[config.mk]
export PLATFORM = sky130hd
export DESIGN_NAME = fork_param_sync
export DESIGN_NICKNAME = d
export VERILOG_FILES = /design/src/rtl/handshake_pkg.sv /design/src/rtl/sync_ff.sv /design/src/rtl/fork_param_sync.sv
export SDC_FILE = /design/constraint.sdc
export NUM_CORES = 1
export LEC_CHECK = 0
export ABC_AREA = 0
export BUFFER_PORTS_ARGS = -buffer_cell sky130_fd_sc_hd__buf_2
export CAP_MARGIN = 20
export CORE_ASPECT_RATIO = 0.6
export CORE_MARGIN = 5
export CORE_UTILIZATION = 45
export CTS_BUF_LIST = sky130_fd_sc_hd__clkbuf_8
export DETAILED_ROUTE_END_ITERATION = 16
export HOLD_SLACK_MARGIN = 0.03
export PLACE_DENSITY = 0.75
export SLEW_MARGIN = 20
export SYNTH_ARGS = -nofsm -noshare
export SYNTH_HDL_FRONTEND = slang
export SYNTH_SLANG_ARGS = --single-unit
[constraint.sdc]
create_clock -name clk -period 1.2 [get_ports clk]
set_clock_uncertainty 0.05 [all_clocks]
set_input_delay 0.24 -clock clk [delete_from_list [all_inputs] [get_ports clk]]
set_output_delay 0.24 -clock clk [all_outputs]
set_load 0.005 [all_outputs]
[src/rtl/handshake_pkg.sv]
// Shared types for the clocked four-phase fork: FSM state encoding and default depths.
package handshake_pkg;

    localparam int unsigned DEFAULT_SYNC_STAGES = 2;

    typedef enum logic [1:0] {
        IDLE = 2'd0,
        REQ  = 2'd1,
        ACK  = 2'd2,
        RET  = 2'd3
    } fork_state_t;

endpackage

[src/rtl/sync_ff.sv]
// Multi-bit, multi-stage flop synchronizer with asynchronous active-low clear.
module sync_ff #(
    parameter int unsigned WIDTH  = 1,
    parameter int unsigned STAGES = 2
) (
    input  logic             clk,
    input  logic             rst_n,
    input  logic [WIDTH-1:0] d_i,
    output logic [WIDTH-1:0] q_o
);

    logic [WIDTH-1:0] stage_q [STAGES];

    always_ff @(posedge clk or negedge rst_n) begin
        if (!rst_n) begin
            for (int i = 0; i < STAGES; i++) begin
                stage_q[i] <= '0;
            end
        end else begin
            stage_q[0] <= d_i;
            for (int i = 1; i < STAGES; i++) begin
                stage_q[i] <= stage_q[i-1];
            end
        end
    end

    assign q_o = stage_q[STAGES-1];

endmodule

[src/rtl/fork_param_sync.sv]
// Clocked parametric fork: one upstream four-phase request fanned out to `size`
// branches, with a single acknowledge once every enabled branch has acknowledged.
module fork_param_sync
    import handshake_pkg::*;
#(
    parameter int unsigned size        = 2,
    parameter int unsigned SYNC_STAGES = DEFAULT_SYNC_STAGES,
    parameter int unsigned TIMEOUT     = 255,
    parameter int unsigned CNT_W       = 16
) (
    input  logic             clk,
    input  logic             rst,
    input  logic             req_up,
    output logic             ack_up,
    output logic [size-1:0]  req_dn,
    input  logic [size-1:0]  ack_dn,
    input  logic [size-1:0]  mask,
    output logic             timeout_err,
    output logic [CNT_W-1:0] txn_count
);

    localparam int unsigned WD_W = (TIMEOUT < 1) ? 1 : $clog2(TIMEOUT + 1);
    localparam logic [WD_W-1:0] WD_MAX = WD_W'(TIMEOUT);

    // Reset asserts asynchronously but releases only after two clean edges.
    logic [1:0] rst_sync_q;
    logic       rst_n_int;

    always_ff @(posedge clk or negedge rst) begin
        if (!rst) begin
            rst_sync_q <= 2'b00;
        end else begin
            rst_sync_q <= {rst_sync_q[0], 1'b1};
        end
    end

    assign rst_n_int = rst_sync_q[1];

    logic            req_s;
    logic [size-1:0] ack_s;

    sync_ff #(
        .WIDTH  (1),
        .STAGES (SYNC_STAGES)
    ) u_sync_req (
        .clk   (clk),
        .rst_n (rst_n_int),
        .d_i   (req_up),
        .q_o   (req_s)
    );

    sync_ff #(
        .WIDTH  (size),
        .STAGES (SYNC_STAGES)
    ) u_sync_ack (
        .clk   (clk),
        .rst_n (rst_n_int),
        .d_i   (ack_dn),
        .q_o   (ack_s)
    );

    fork_state_t      state_q, state_d;
    logic [size-1:0]  mask_q, mask_d;
    logic [size-1:0]  req_dn_q, req_dn_d;
    logic             ack_up_q, ack_up_d;
    logic [CNT_W-1:0] txn_q, txn_d;
    logic [WD_W-1:0]  wd_q, wd_d;
    logic             terr_q, terr_d;
    logic             in_wait_q, in_wait_d;

    always_ff @(posedge clk or negedge rst_n_int) begin
        if (!rst_n_int) begin
            state_q  <= IDLE;
            mask_q   <= '0;
            req_dn_q <= '0;
            ack_up_q <= 1'b0;
            txn_q    <= '0;
            wd_q     <= '0;
            terr_q   <= 1'b0;
        end else begin
            state_q  <= state_d;
            mask_q   <= mask_d;
            req_dn_q <= req_dn_d;
            ack_up_q <= ack_up_d;
            txn_q    <= txn_d;
            wd_q     <= wd_d;
            terr_q   <= terr_d;
        end
    end

    always_comb begin
        state_d  = state_q;
        mask_d   = mask_q;
        req_dn_d = req_dn_q;
        ack_up_d = ack_up_q;
        txn_d    = txn_q;
        wd_d     = '0;
        terr_d   = terr_q;

        case (state_q)
            IDLE: begin
                req_dn_d = '0;
                ack_up_d = 1'b0;
                // Stale acks on enabled branches must clear before a new request.
                if (req_s && ((ack_s & mask) == '0)) begin
                    state_d  = REQ;
                    mask_d   = mask;
                    req_dn_d = mask;
                end
            end
            REQ: begin
                if ((ack_s | ~mask_q) == '1) begin
                    state_d  = ACK;
                    ack_up_d = 1'b1;
                end
            end
            ACK: begin
                if (!req_s) begin
                    state_d  = RET;
                    req_dn_d = '0;
                end
            end
            RET: begin
                if ((ack_s & mask_q) == '0) begin
                    state_d  = IDLE;
                    ack_up_d = 1'b0;
                    txn_d    = txn_q + CNT_W'(1);
                end
            end
            default: begin
                state_d = IDLE;
            end
        endcase

        // Watchdog runs only while staying within the waiting states; it never aborts.
        in_wait_q = (state_q == REQ) || (state_q == RET);
        in_wait_d = (state_d == REQ) || (state_d == RET);
        if (in_wait_q && in_wait_d) begin
            wd_d = (wd_q == WD_MAX) ? wd_q : wd_q + WD_W'(1);
        end
        if ((TIMEOUT != 0) && in_wait_d && (wd_d == WD_MAX)) begin
            terr_d = 1'b1;
        end
    end

    assign req_dn      = req_dn_q;
    assign ack_up      = ack_up_q;
    assign txn_count   = txn_q;
    assign timeout_err = terr_q;

endmodule

==> summary.md <==
| Metric | Value |
|---|---|
| Post-synthesis instance area | between 0.0015 and 0.002 mm² |
| Final setup vio count | 42 |
| Post-synthesis cell count | 162 |
| Clock Latency Late Sink | 300 ps |
| RePlAce Congestion | between 0.8 and 0.9 |
| Flop pwr share | 34.1% |
| Period Utilization, post-route | 149.1% |
| Die Wd | about 92 µm |
| CP Cell Sequence | ha_4, a21boi_1, o22a_1, nand4_1, o41ai_2 |
| Initial DRC Count | roughly 150 |
| Internal power | about 3.5 mW |
| Achievable frequency | 559.1 MHz |
| Distinct cell type count after synthesis | 40 |
| DP HPWL | approximately 3400 µm |
| Nets@finish | between 200 and 300 |
| Fraction of layout cells with a size suffix above 1 | around 60% |
| Clock network power share | 20.2% |
| Critical Path Source Type | register |
| Vias | between 1,500 and 2,000 |
| Avg Synthesized Cell Area | between 10 and 15 µm² |
| Router iterations before antenna repair | 5 |
| Final std cells w/o fill | 311 |
| PnR worst setup slack | -588.7 ps |
| Gr ovfl total | 0 |
| Design area | 0.003134 mm² |
| Slowest-stage cell, CP | dfrtp_2 |
| Footprint of the multi-input gates | about 0.0011 mm² |
| Clk sinks | 40 |
| First-pass GRT wire length | around 10000 µm |
| Setup TNS | -11,540 ps |
| Area leader, netlist | dfrtp_1 |
| P_sw | 1.907 mW |
| R2R Path End | timeout_err |
| Max stage delay on crit path | approximately 450 ps |
| Cell family with most CP delay | compound AO/OA/AOI/OAI gates |
| Crit Path Class | register to register |
| Maximum vdd drop | slightly below 1 mV |
| Area grow syn2layout | 73.24% |
| R2r startpoint | wd_q[0] |
| I/O Buffers | 26 |
| Largest net degree at the start of global routing | 34 |
| Inserted Clock Buffers | 5 |
| Initial core utilization | between 40% and 50% |
| Max Root-Sink Buffers | 2 |
| Worst-path clk slew | 80 ps |
| Seq/Total Area, Yosys | 55.33% |
| Most common cell in the netlist | dfrtp_1 |
| Worst Setup End Kind | register |
| Combinational power share | 45.7% |
| Tmin final | around 1800 ps |
| CTS Root Cell | clkbuf_8 |
| Synthesized flop and latch total | 40 |
| Worst Path Max Fanout | 2 |
| Post-place instance area | approximately 0.0024 mm² |
| Vias/cell | approximately 5.9 |
| Antenna cells | 0 |
| Crit path arrival time | around 1900 ps |
| Status | finished with violations |
| Most frequent cells after synthesis | dfrtp_1 (40), xnor2_1 (13), nor2_1 (12), nand2_1 (11), nand4_1 (9) |
| Worst path required time | between 1000 and 1500 ps |
| Full die area | between 0.005 and 0.006 mm² |
| Routed length per placed instance | approximately 22 µm |
| Final Util | between 80% and 90% |
| Synth area leaders | dfrtp_1 (55%), xnor2_1 (6.3%), nand4_1 (3.1%) |
| Boundary pin count | 27 |
| Reg area | between 0.001 and 0.0015 mm² |
| Sw Share | about a third |
| Max-slew violation count | 0 |
| Async set or reset register ratio after synthesis | 100.0% |
| Final wirelength | roughly 6800 µm |
| R2R cell count | 5 |
| Most used DFF post-synth | dfrtp_1 |
| RSZ-0062 raised after global routing | true |
| Leakage power | ~1.5 nW |
| Vias in the first global route | between 1,500 and 2,000 |
| Max cap viols | 0 |
| Initial antenna violation count | 0 |
| Final ANT Viol Nets | 0 |
| Die span in y | about 59 µm |
| Failing checks | setup timing |
| Power per cell area | 1741 mW/mm² |
| CTS tree | yes |
| Synth warn | 0 |
| Worst min-delay path category | register to async pin |
| Crit path buffers/inverters | 0 |
| Hold Fails Final Rpt | 0 |
| Global-route usage over all layers | around 25% |
| H-tree depth | 2 |
| Fill cells | ~180 |
| Post-synth EDFFs | 0 |
| Synthesized Nets | roughly 170 |
| DRC | 0 |
| Reg2Reg Setup Slack | -590 ps |
| # rows | 17 |
| Post-Place Cells | 274 |
| Core footprint | ~0.0038 mm² |
| Yosys top cell area share | a little under three fifths |
==> repair_timing <==
| item | in CTS | in global routing |
|---|---|---|
| pin swaps | 31 | 18 |
| setup endpoints to repair | 44 | 45 |
| hold buffers | 4 | 0 |
| resized for setup | 79 | 26 |
| setup buffers | 20 | 16 |
| endpoints found under the hold margin | 5 | 0 |
==> final cells by class <==
class	instances	share of cell area, %
Clock buffer	5	2.196
Clock inverter	3	1.238
Inverter	8	0.9581
Multi-Input combinational cell	110	33.89
Sequential cell	40	32.22
Tap cell	47	1.876
Timing Repair Buffer	98	27.62
==> power groups by stage <==
stage	registers, mW	logic [mW]	clock network (mW)
after floorplan	1.81	0.690	0
after global placement	1.75	1.29	0
after detailed placement	1.79	1.37	0
after CTS	1.83	2.08	1.09
after global routing	1.88	2.62	1.16
final	1.86	2.49	1.10
==> kinds of logic after synthesis <==
kind of cell    synth area share [%]
compound gates                 10.44
xor+xnor                       9.198
fa+ha+maj                      1.383
buf+inv                        2.766
flops                          55.33
mux                            1.867
other cells                   0.2073
simple gates                   18.81
==> state kept, by name, indices dropped and copies added, names as in the netlist, 2 cells and up <==
register and count:
state_q 2, rst_sync_q 2, mask_q 2, txn_count 16
wd_q 8, u_sync_ack.q_o 2, req_dn 2, u_sync_ack.stage_q 2
==> routing by layer <==
layer	up-vias	share of wire, %	global-route usage, %
met2	101	50	45.44
met5	-	0	0
met4	0	4.2	11.21
met3	35	7.7	6.472
met1	915	38	27.69
li1	778	-	-
==> worst max path at each step <==
stage / startpoint / to / slack, ps / cells after the start
6_report: wd_q[0] / timeout_err / -590 / 5
5_1_grt: wd_q[1] / timeout_err / -640 / 5
4_1_cts: wd_q[0] / timeout_err / -400 / 5
3_5_place_dp: wd_q[2] / timeout_err / -450 / 4
3_3_place_gp: wd_q[1] / timeout_err / -340 / 5
2_1_floorplan: txn_count[0] / txn_count[14] / -440 / 5
==> stage by stage <==
step                hold WS, ps  total power [mW]  worst slack, ps
finish                    44.80             5.457           -588.7
global route              56.11             5.662           -644.7
CTS                       42.53             5.009           -401.8
detailed placement       -21.39             3.164           -445.2
global placement         -24.80             3.047           -344.6
floorplan                -105.6             2.495           -435.7
==> worst reg2reg max path, stage by stage (launching register included) <==
cell and delay, ps:
dfrtp_2 450, ha_4 270, a21boi_1 210, o22a_1 220, nand4_1 180, o41ai_2 320
==> placed cells by master, fill, tap and decap left out, types with 2 or more instances in the layout <==
| cell type | count |
|---|---|
| xnor2_1 | 7 |
| nor3_2 | 2 |
| nand2_2 | 3 |
| dfrtp_2 | 7 |
| a21o_1 | 2 |
| and2_1 | 5 |
| a22o_4 | 2 |
| nor2_4 | 3 |
| nand3_1 | 2 |
| nand2b_1 | 2 |
| buf_6 | 38 |
| nand4_1 | 9 |
| xor2_1 | 5 |
| nand3_4 | 2 |
| nand2_4 | 6 |
| xnor2_2 | 6 |
| nor2_2 | 2 |
| buf_4 | 41 |
| mux2_4 | 3 |
| dfrtp_1 | 33 |
| a31oi_1 | 2 |
| and4_4 | 2 |
| buf_2 | 14 |
| and3_4 | 2 |
| nand3_2 | 2 |
| ha_4 | 2 |
| dlygate4sd3_1 | 4 |
| inv_2 | 2 |
| a22o_1 | 2 |
| nor2_1 | 7 |
| a22oi_2 | 2 |
| inv_1 | 7 |
| nand2_1 | 2 |
| clkbuf_8 | 5 |
Power figures use the tool's default switching activity.
